### config.mk
export PLATFORM = sky130hd
export DESIGN_NAME = cache_flush_sequencer
export DESIGN_NICKNAME = d
export VERILOG_FILES = /design/src/rtl/rv32i_types_pkg.sv /design/src/rtl/flush_drain_counter.sv /design/src/rtl/cache_flush_sequencer.sv
export SDC_FILE = /design/constraint.sdc
export NUM_CORES = 1
export LEC_CHECK = 0
export CAP_MARGIN = 15
export CORE_ASPECT_RATIO = 0.7
export CORE_MARGIN = 10
export CORE_UTILIZATION = 40
export CTS_CLUSTER_SIZE = 20
export DETAILED_ROUTE_END_ITERATION = 10
export REMOVE_ABC_BUFFERS = 1
export SETUP_SLACK_MARGIN = 0.05
export SYNTH_ARGS = -nofsm -noshare
export SYNTH_HDL_FRONTEND = slang
export SYNTH_HIERARCHICAL = 1
export SYNTH_SLANG_ARGS = --single-unit
### constraint.sdc
create_clock -name CLK -period 5.74 [get_ports CLK]
set_clock_uncertainty 0.15 [all_clocks]
set_input_delay 1.148 -clock CLK [delete_from_list [all_inputs] [get_ports CLK]]
set_output_delay 1.148 -clock CLK [all_outputs]
set_load 0.03 [all_outputs]
### src/rtl/rv32i_types_pkg.sv
`default_nettype none
// ----------------------------------------------------------------------------
// rv32i_types_pkg : shared types for the cache flush sequencer
// Rev 1.0
// ----------------------------------------------------------------------------
package rv32i_types_pkg;

  localparam int unsigned c_drain_timeout_default = 255;
  localparam int unsigned c_drain_cnt_w_default   = 8;

  typedef enum logic [2:0] {
    IDLE        = 3'd0,
    DRAIN       = 3'd1,
    DFLUSH_REQ  = 3'd2,
    DFLUSH_WAIT = 3'd3,
    IFLUSH_REQ  = 3'd4,
    IFLUSH_WAIT = 3'd5,
    DONE        = 3'd6,
    HALTED      = 3'd7
  } flush_seq_state_t;

endpackage
`default_nettype wire

### src/rtl/flush_drain_counter.sv
`default_nettype none
// ----------------------------------------------------------------------------
// flush_drain_counter : saturating DRAIN cycle counter with terminal flag
// Rev 1.0
// ----------------------------------------------------------------------------
module flush_drain_counter #(
  parameter int unsigned CNT_W = 8,
  parameter int unsigned LIMIT = 255
) (
  input  logic CLK,
  input  logic nRST,
  input  logic clr,
  input  logic en,
  output logic tc
);

  localparam logic [CNT_W:0] c_limit = (CNT_W+1)'(LIMIT);
  localparam logic [CNT_W:0] c_one   = (CNT_W+1)'(1);

  logic [CNT_W-1:0] r_cnt;
  logic [CNT_W:0]   w_cnt_inc;

  assign w_cnt_inc = {1'b0, r_cnt} + c_one;

  // Counter holds the DRAIN cycles already spent; tc marks the cycle that completes LIMIT of them.
  assign tc = en && (w_cnt_inc >= c_limit);

  always_ff @(posedge CLK or negedge nRST) begin
    if (!nRST) begin
      r_cnt <= '0;
    end else if (clr) begin
      r_cnt <= '0;
    end else if (en && (r_cnt != '1)) begin
      r_cnt <= w_cnt_inc[CNT_W-1:0];
    end
  end

endmodule
`default_nettype wire

### src/rtl/cache_flush_sequencer.sv
`default_nettype none
// ----------------------------------------------------------------------------
// cache_flush_sequencer : drains the pipe, flushes D$/I$ for halt and fence.i
// Rev 1.0
// ----------------------------------------------------------------------------
module cache_flush_sequencer
  import rv32i_types_pkg::*;
#(
  parameter int unsigned DRAIN_TIMEOUT = c_drain_timeout_default,
  parameter int unsigned CNT_W         = c_drain_cnt_w_default
) (
  input  logic CLK,
  input  logic nRST,
  input  logic halt_req,
  input  logic ifence_req,
  input  logic pipe_idle,
  input  logic dflush_done,
  input  logic iflush_done,
  output logic pipe_stall,
  output logic dflush,
  output logic iflush,
  output logic ifence_done,
  output logic halt,
  output logic drain_timeout
);

  flush_seq_state_t r_state;
  flush_seq_state_t w_state_nxt;

  logic r_halt_pend;
  logic r_pipe_stall;
  logic r_dflush;
  logic r_iflush;
  logic r_ifence_done;
  logic r_halt;
  logic r_drain_timeout;
  logic w_in_drain;
  logic w_drain_tc;
  logic w_halt_eff;

  assign w_in_drain = (r_state == DRAIN);
  // A halt seen in the completion cycle itself still diverts the sequence to HALTED.
  assign w_halt_eff = r_halt_pend | halt_req;

  flush_drain_counter #(
    .CNT_W (CNT_W),
    .LIMIT (DRAIN_TIMEOUT)
  ) u_drain_cnt (
    .CLK  (CLK),
    .nRST (nRST),
    .clr  (!w_in_drain),
    .en   (w_in_drain),
    .tc   (w_drain_tc)
  );

  always_comb begin
    w_state_nxt = r_state;
    case (r_state)
      IDLE:        if (halt_req || ifence_req) w_state_nxt = DRAIN;
      DRAIN:       if (pipe_idle || w_drain_tc) w_state_nxt = DFLUSH_REQ;
      DFLUSH_REQ:  w_state_nxt = DFLUSH_WAIT;
      DFLUSH_WAIT: if (dflush_done) w_state_nxt = w_halt_eff ? HALTED : IFLUSH_REQ;
      IFLUSH_REQ:  w_state_nxt = IFLUSH_WAIT;
      IFLUSH_WAIT: if (iflush_done) w_state_nxt = w_halt_eff ? HALTED : DONE;
      DONE:        w_state_nxt = IDLE;
      HALTED:      w_state_nxt = HALTED;
      default:     w_state_nxt = IDLE;
    endcase
  end

  // Outputs are registered from the next state so they line up with the state they describe.
  always_ff @(posedge CLK or negedge nRST) begin
    if (!nRST) begin
      r_state         <= IDLE;
      r_halt_pend     <= 1'b0;
      r_pipe_stall    <= 1'b0;
      r_dflush        <= 1'b0;
      r_iflush        <= 1'b0;
      r_ifence_done   <= 1'b0;
      r_halt          <= 1'b0;
      r_drain_timeout <= 1'b0;
    end else begin
      r_state       <= w_state_nxt;
      r_pipe_stall  <= (w_state_nxt != IDLE);
      r_dflush      <= (w_state_nxt == DFLUSH_REQ);
      r_iflush      <= (w_state_nxt == IFLUSH_REQ);
      r_ifence_done <= (w_state_nxt == DONE);
      r_halt        <= (w_state_nxt == HALTED);
      if (w_in_drain && w_drain_tc && !pipe_idle) begin
        r_drain_timeout <= 1'b1;
      end
      case (r_state)
        IDLE:    r_halt_pend <= halt_req;
        HALTED:  r_halt_pend <= r_halt_pend;
        default: if (halt_req) r_halt_pend <= 1'b1;
      endcase
    end
  end

  assign pipe_stall    = r_pipe_stall;
  assign dflush        = r_dflush;
  assign iflush        = r_iflush;
  assign ifence_done   = r_ifence_done;
  assign halt          = r_halt;
  assign drain_timeout = r_drain_timeout;

endmodule
`default_nettype wire

### After elaboration in Yosys (flattened, before gate mapping)

Cells that the tools add are included.

| word-level totals | value |
|---|---|
| flip-flop bits (word level) | 18 |
| word-level logic and storage cells | 48 |
| output and inout port bits | 6 |
| input port bits | 7 |

| cells by class | value |
|---|---|
| reduce and logical (&&, ||, !) cells | 11 |
| multiplexer cells | 11 |
| equal/unequal tests | 13 |
| $lt $le $gt $ge | 1 |
| add/subtract/negate cells | 1 |
| bitwise gates (word level) | 2 |

Operator list:

| kind | number |
|---|---|
| $pmux W3 S8 | 1 |
| $eq A3 B3 Y1 const B | 7 |
| $mux W8 | 2 |
| $mux W3 | 4 |
| $add A8 B1 Y9 const B | 1 |
| $eq A3 B2 Y1 const B | 3 |
| $ge A9 B8 Y1 const B | 1 |
| $ne A8 B8 Y1 const B | 1 |
| $logic_and A1 B1 Y1 | 4 |
| $eq A3 B1 Y1 const B | 1 |
| $logic_not A3 Y1 | 1 |
| $reduce_bool A3 Y1 | 1 |
| $logic_or A1 B1 Y1 | 2 |
| $mux W1 | 2 |
| $mux W2 | 1 |
| $ne A2 B2 Y1 const B | 1 |
| $pmux W1 S2 | 1 |
| $reduce_and A2 Y1 | 1 |
| $reduce_bool A2 Y1 | 1 |
| $logic_not A1 Y1 | 1 |
| $not A1 Y1 | 1 |
| $or A1 B1 Y1 | 1 |

### Logic depth before layout (Yosys ltp)

| depth | value |
|---|---|
| depth in word-level cells | 7 |
| depth in mapped cells | 13 |
| mapped depth without buffers | 11 |

### Hierarchy

Netlist, hierarchy kept.

Modules (own cells, without submodules):

| module | cells each | instances | area an instance (sq um) | sequential area each (sq um) |
|---|---|---|---|---|
| flush_drain_counter | 65 | 1 | 581.8 | 200.2 |
| cache_flush_sequencer | 44 | 1 | 491.7 | 250.2 |

### Worst setup path before layout

No wires, ideal clock.

| timing path | value |
|---|---|
| kind | register to register |
| start point | reg r_state[2] |
| end point | reg r_pipe_stall (netlist: pipe_stall) |
| required time | 5452 ps |
| path slack | 3278 ps |
| setup time | 138 ps |
| arrival | 2175 ps |
| path buffers | 2 |
| cell stages (with the launch flop) | 13 |
| clock period less this slack | 2462 ps |
| cell sequence | dfrtp_1 > buf_2 > nor2_1 > nand2_1 > inv_1 > buf_4 > nand4_1 > o32a_1 > a21oi_1 > nor2_1 > o2bb2ai_1 > o32a_4 > nand3b_1 |

| between the ends | value |
|---|---|
| longest elaborated chain between the ends | 6 |
| elaborated cells between the ends (all ways) | 16 |
| classes of those cells | 7 x eq/ne; 5 x mux; 4 x reduce/logical |

RTL lines:

| element | line | RTL |
|---|---|---|
| start: declaration | cache_flush_sequencer.sv:27 | `flush_seq_state_t r_state;` |
| start signal: assignment | cache_flush_sequencer.sv:83 | `r_state <= w_state_nxt;` |
| $eq A3 B1 Y1 | cache_flush_sequencer.sv:41 | `assign w_in_drain = (r_state == DRAIN);` |
| named net w_in_drain | cache_flush_sequencer.sv:37 | `logic w_in_drain;` |
| $logic_and A1 B1 Y1 | flush_drain_counter.sv:26 | `assign tc = en && (w_cnt_inc >= c_limit);` |
| named net w_drain_tc | cache_flush_sequencer.sv:38 | `logic w_drain_tc;` |
| $logic_or A1 B1 Y1 | cache_flush_sequencer.sv:60 | `DRAIN: if (pipe_idle \|\| w_drain_tc) w_state_nxt = DFLUSH_REQ;` |
| $mux W3 | cache_flush_sequencer.sv:60 |  |
| $pmux W3 S8 | cache_flush_sequencer.sv:58 | `case (r_state)` |
| named net w_state_nxt[0] | cache_flush_sequencer.sv:28 | `flush_seq_state_t w_state_nxt;` |
| $reduce_bool A3 Y1 | cache_flush_sequencer.sv:84 | `r_pipe_stall <= (w_state_nxt != IDLE);` |
| end signal: assignment | cache_flush_sequencer.sv:84 |  |
| end: declaration | cache_flush_sequencer.sv:31 | `logic r_pipe_stall;` |

The timed path passes the listed nets, and every way through them passes these cells.
A chain may end at the register's enable or synchronous reset.

### Worst setup path after layout

| timing path | value |
|---|---|
| start point | reg r_state[1] |
| end point | reg r_halt (netlist: halt) |

| between the ends | value |
|---|---|
| longest elaborated chain between the ends | 6 |
| elaborated cells between the ends (all ways) | 16 |
| classes of those cells | 8 x eq/ne; 5 x mux; 3 x reduce/logical |

RTL lines:

| element | line | RTL |
|---|---|---|
| $eq A3 B1 Y1 | cache_flush_sequencer.sv:41 |  |
| named net w_in_drain | cache_flush_sequencer.sv:37 |  |
| $logic_and A1 B1 Y1 | flush_drain_counter.sv:26 |  |
| named net w_drain_tc | cache_flush_sequencer.sv:38 |  |
| $logic_or A1 B1 Y1 | cache_flush_sequencer.sv:60 |  |
| $mux W3 | cache_flush_sequencer.sv:60 |  |
| $pmux W3 S8 | cache_flush_sequencer.sv:58 |  |
| named net w_state_nxt[0] | cache_flush_sequencer.sv:28 |  |
| $eq A3 B3 Y1 | cache_flush_sequencer.sv:88 | `r_halt <= (w_state_nxt == HALTED);` |
| end signal: assignment | cache_flush_sequencer.sv:88 |  |
| end: declaration | cache_flush_sequencer.sv:35 | `logic r_halt;` |

The timed path passes the listed nets, and every way through them passes these cells.

==> run summary <==
Synthesis Warnings = 6
Main combinational cell family by area after synthesis = simple AND/OR/NAND/NOR gates
Terminus of the critical flop-to-flop path = halt$_DFF_PN0_
Initial core utilization = 42.7%
Final cell count without fillers = 152
# diodes = 0
Most frequent cell after synthesis = sky130_fd_sc_hd__dfrtp_1
Cell taking the most area after synthesis = sky130_fd_sc_hd__dfrtp_1
# hold bufs at CTS = 0
Post-synth cell types = 48
Arrival @ worst endpoint = 2.89 ns
Die Y = 63.3 um
Synthesized-area fraction occupied by ao, oa, aoi and oai cells = 19.1%
Synth-to-layout area growth = 14.5%
Area share of the leading cell type in the synthesized netlist = 42.0%
Leading post-synthesis cells by instance count = 18 x sky130_fd_sc_hd__dfrtp_1, 10 x sky130_fd_sc_hd__nor2_1, 8 x sky130_fd_sc_hd__a21oi_1, 8 x sky130_fd_sc_hd__inv_1, 8 x sky130_fd_sc_hd__nand2_1
Crit path capture type = flop
Clock transition at the registers of the reported paths = 0.07 ns
Master of the slowest instance on the critical path = sky130_fd_sc_hd__dfrtp_1
WP data required = 5.71 ns
Share of final-layout standard cells stronger than drive strength 1 = 16.9%
Wire length of the first global-routing pass = 3.46 mm
Antenna Nets Post-Route = 0
Aggregate negative setup slack = 0 ns
Endpoints failing setup = 0
EDFF count, synth = 0
Max stage delay on crit path = 0.46 ns
Overflow left after global routing = 0
Worst setup path start = r_state[1]$_DFF_PN0_
Antenna violations before repair = 0
I/O pin total = 13
Fraction of the yosys area taken by sequential cells = 42.0%
Layout Cell Area excl Fill = 1230 um2
Count of H-tree levels built during CTS = 1
Number of remaining DRC errors = 0
Leak pwr = 0.000492 uW
DPL Wire Length = 1.55 mm
Number of cells on the worst reg-to-reg path = 11
CP cell instances = nor2_1 -> nand2_1 -> inv_1 -> nand2_1 -> o2111ai_1 -> o211ai_1 -> a21oi_1 -> nor2_1 -> o2bb2ai_1 -> o32a_4 -> nor3b_2
RePlAce Congestion = 0.884
Unrepaired setup endpoints after global routing = no
Synth Area per Inst = 9.85 um2
Area enclosed by the die boundary = 5190 um2
Number of setup buffers added after CTS = 0
Count of maximum capacitance violations = 0
Run status = finished, final reports clean
HP Class = flop to flop
Beginning of the worst hold path = drain_timeout$_DFFE_PN0P_
Yosys reg bits = 18
Root Buffer = sky130_fd_sc_hd__clkbuf_8
Instance area at placement = 1170 um2
Floorplan row count = 15
Most used flip-flop cell after synthesis = sky130_fd_sc_hd__dfrtp_1
Min Clock Period, post-route = 2.92 ns
Total routing resource utilization after global routing = 8.21%
Largest cells by area after synthesis = sky130_fd_sc_hd__dfrtp_1 42%, sky130_fd_sc_hd__a21oi_1 3.7%, sky130_fd_sc_hd__nor2_1 3.5%
Clock buffer depth = 2
CP max FO = 10
Post-synthesis cell count = 109
Share of the clock period used by the worst path = 50.9%
Upper clock frequency limit = 0.342 GHz
Multiplexer fraction of the synthesized cell area = 0.932%
Max-Slew Margin vs Limit = 48.2%
Cell area after synthesis = 1070 um2
Asr flop ratio synth = 100%
Post-synthesis simple-gate area fraction = 23.8%
Origin of the critical flop-to-flop path = r_state[1]$_DFF_PN0_
Synth Area in Adders = 2.33%
Worst VDD drop = 0.185 mV
Vias per cell = 5.24
Transition time at the pin with the least slew margin = 0.775 ns
First drt pass iteration count = 4
Post-detailed-routing wire length = 2.07 mm
CTS tree = yes
Setup Crit Path Kind = flop to flop
Final Hold Fails = 0
Fraction of synthesized cell area in xor and xnor cells = 3.26%
Die W = 81.9 um
Number of design-rule violations left by the first detailed-router iteration = 72
Number of placed instances with taps included = 148
Number of vias after detailed routing = 797
Layout filler cell count = 245
Number of nets in the layout = 128
Maximum number of pins on one net before global-route repair = 19
Resized cells post-CTS = 0
Sinks on Clock Net = 18
Pwr/cell area = 398 nW/um2
Minimum setup slack among reg-to-reg paths = 2.82 ns
Port Buffers = 12
Slew Limit Fails = 0
Number of buffers created by CTS = 3
Wire length per cell after detailed routing = 13.6 um
CP Launch Type = flop
Core Footprint = 2510 um2
End of the critical path = halt$_DFF_PN0_
Vias in the first global route = 722
Latest clock arrival within the worst-skew pair = 0.25 ns
==> report_power, final <==
| group | switching [uW] | total [uW] | internal (uW) |
|---|---|---|---|
| Sequential | 30.7 | 184 | 153 |
| Combinational | 118 | 206 | 88.3 |
| Clock | 38.9 | 99.7 | 60.8 |
==> routing by layer <==
metal | up-vias | GRT usage [%] | wire length (um)
li1 | 409 | - | -
met1 | 362 | 12.3 | 1090
met2 | 24 | 9.77 | 800
met3 | 2 | 4.53 | 172
met4 | 0 | 1.27 | 7
met5 | - | 0 | 0
==> cell type report <==
cell class | count | area, um2 | area share (%)
clock buffer | 4 | 55.1 | 4.48
timing repair buffer | 12 | 120 | 9.78
inverter | 8 | 30.0 | 2.44
multi-input combinational | 76 | 531 | 43.2
sequential | 18 | 450 | 36.7
tap | 34 | 42.5 | 3.46
==> how the worst min path moves through the flow <==
stage,to,slack (ns),cells past startpoint
after floorplan,r_halt_pend$_DFFE_PN0P_,0.36,2
after global placement,drain_timeout$_DFFE_PN0P_,0.34,1
after detailed placement,drain_timeout$_DFFE_PN0P_,0.32,1
after CTS,drain_timeout$_DFFE_PN0P_,0.34,1
after global routing,drain_timeout$_DFFE_PN0P_,0.37,1
final,drain_timeout$_DFFE_PN0P_,0.35,1
==> critical path, delay by kind of cell, from the launching register on <==
kind	cells	cell delay, ns
buf+inv	1	0.33
simple gates	5	0.84
compound gates	5	1.00
flops	1	0.46
==> sequential cells by signal (all words and copies together) (netlist names) <==
register           flops
ifence_done            1
drain_timeout          1
r_state                3
dflush                 1
pipe_stall             1
u_drain_cnt/r_cnt      8
halt                   1
iflush                 1
r_halt_pend            1
==> kinds of logic after synthesis <==
kind of cell,Yosys count
and+or+nand+nor,43
buffers and inverters,15
AOI/OAI and AO/OA,26
muxes,1
xor gates and xnor gates,4
DFF,18
adders and majority gates,2
==> layout by cell type (no fill, tap or decap), drive strengths merged, types with 2 or more instances in the layout <==
cell type       n
nor3            3
or2             2
o21ai           4
nand4           4
nand3           4
inv             8
nor2b           2
a211oi          2
clkdlybuf4s50  12
xor2            2
nand2           9
clkbuf          4
ha              2
xnor2           2
a21oi           8
o32a            2
o2111ai         2
nor3b           2
dfrtp          18
nor2           11
==> through the flow <==
stage	total power, uW	worst slack [ns]	util, %	hold WS (ns)
after floorplan	336	3.17	-	0.361
after global placement	390	2.92	46.7	0.340
after detailed placement	393	2.82	46.7	0.315
after CTS	494	2.81	48.9	0.343
after global routing	524	2.51	48.9	0.371
final	490	2.82	48.9	0.345
(Power assumes the default switching activity.)
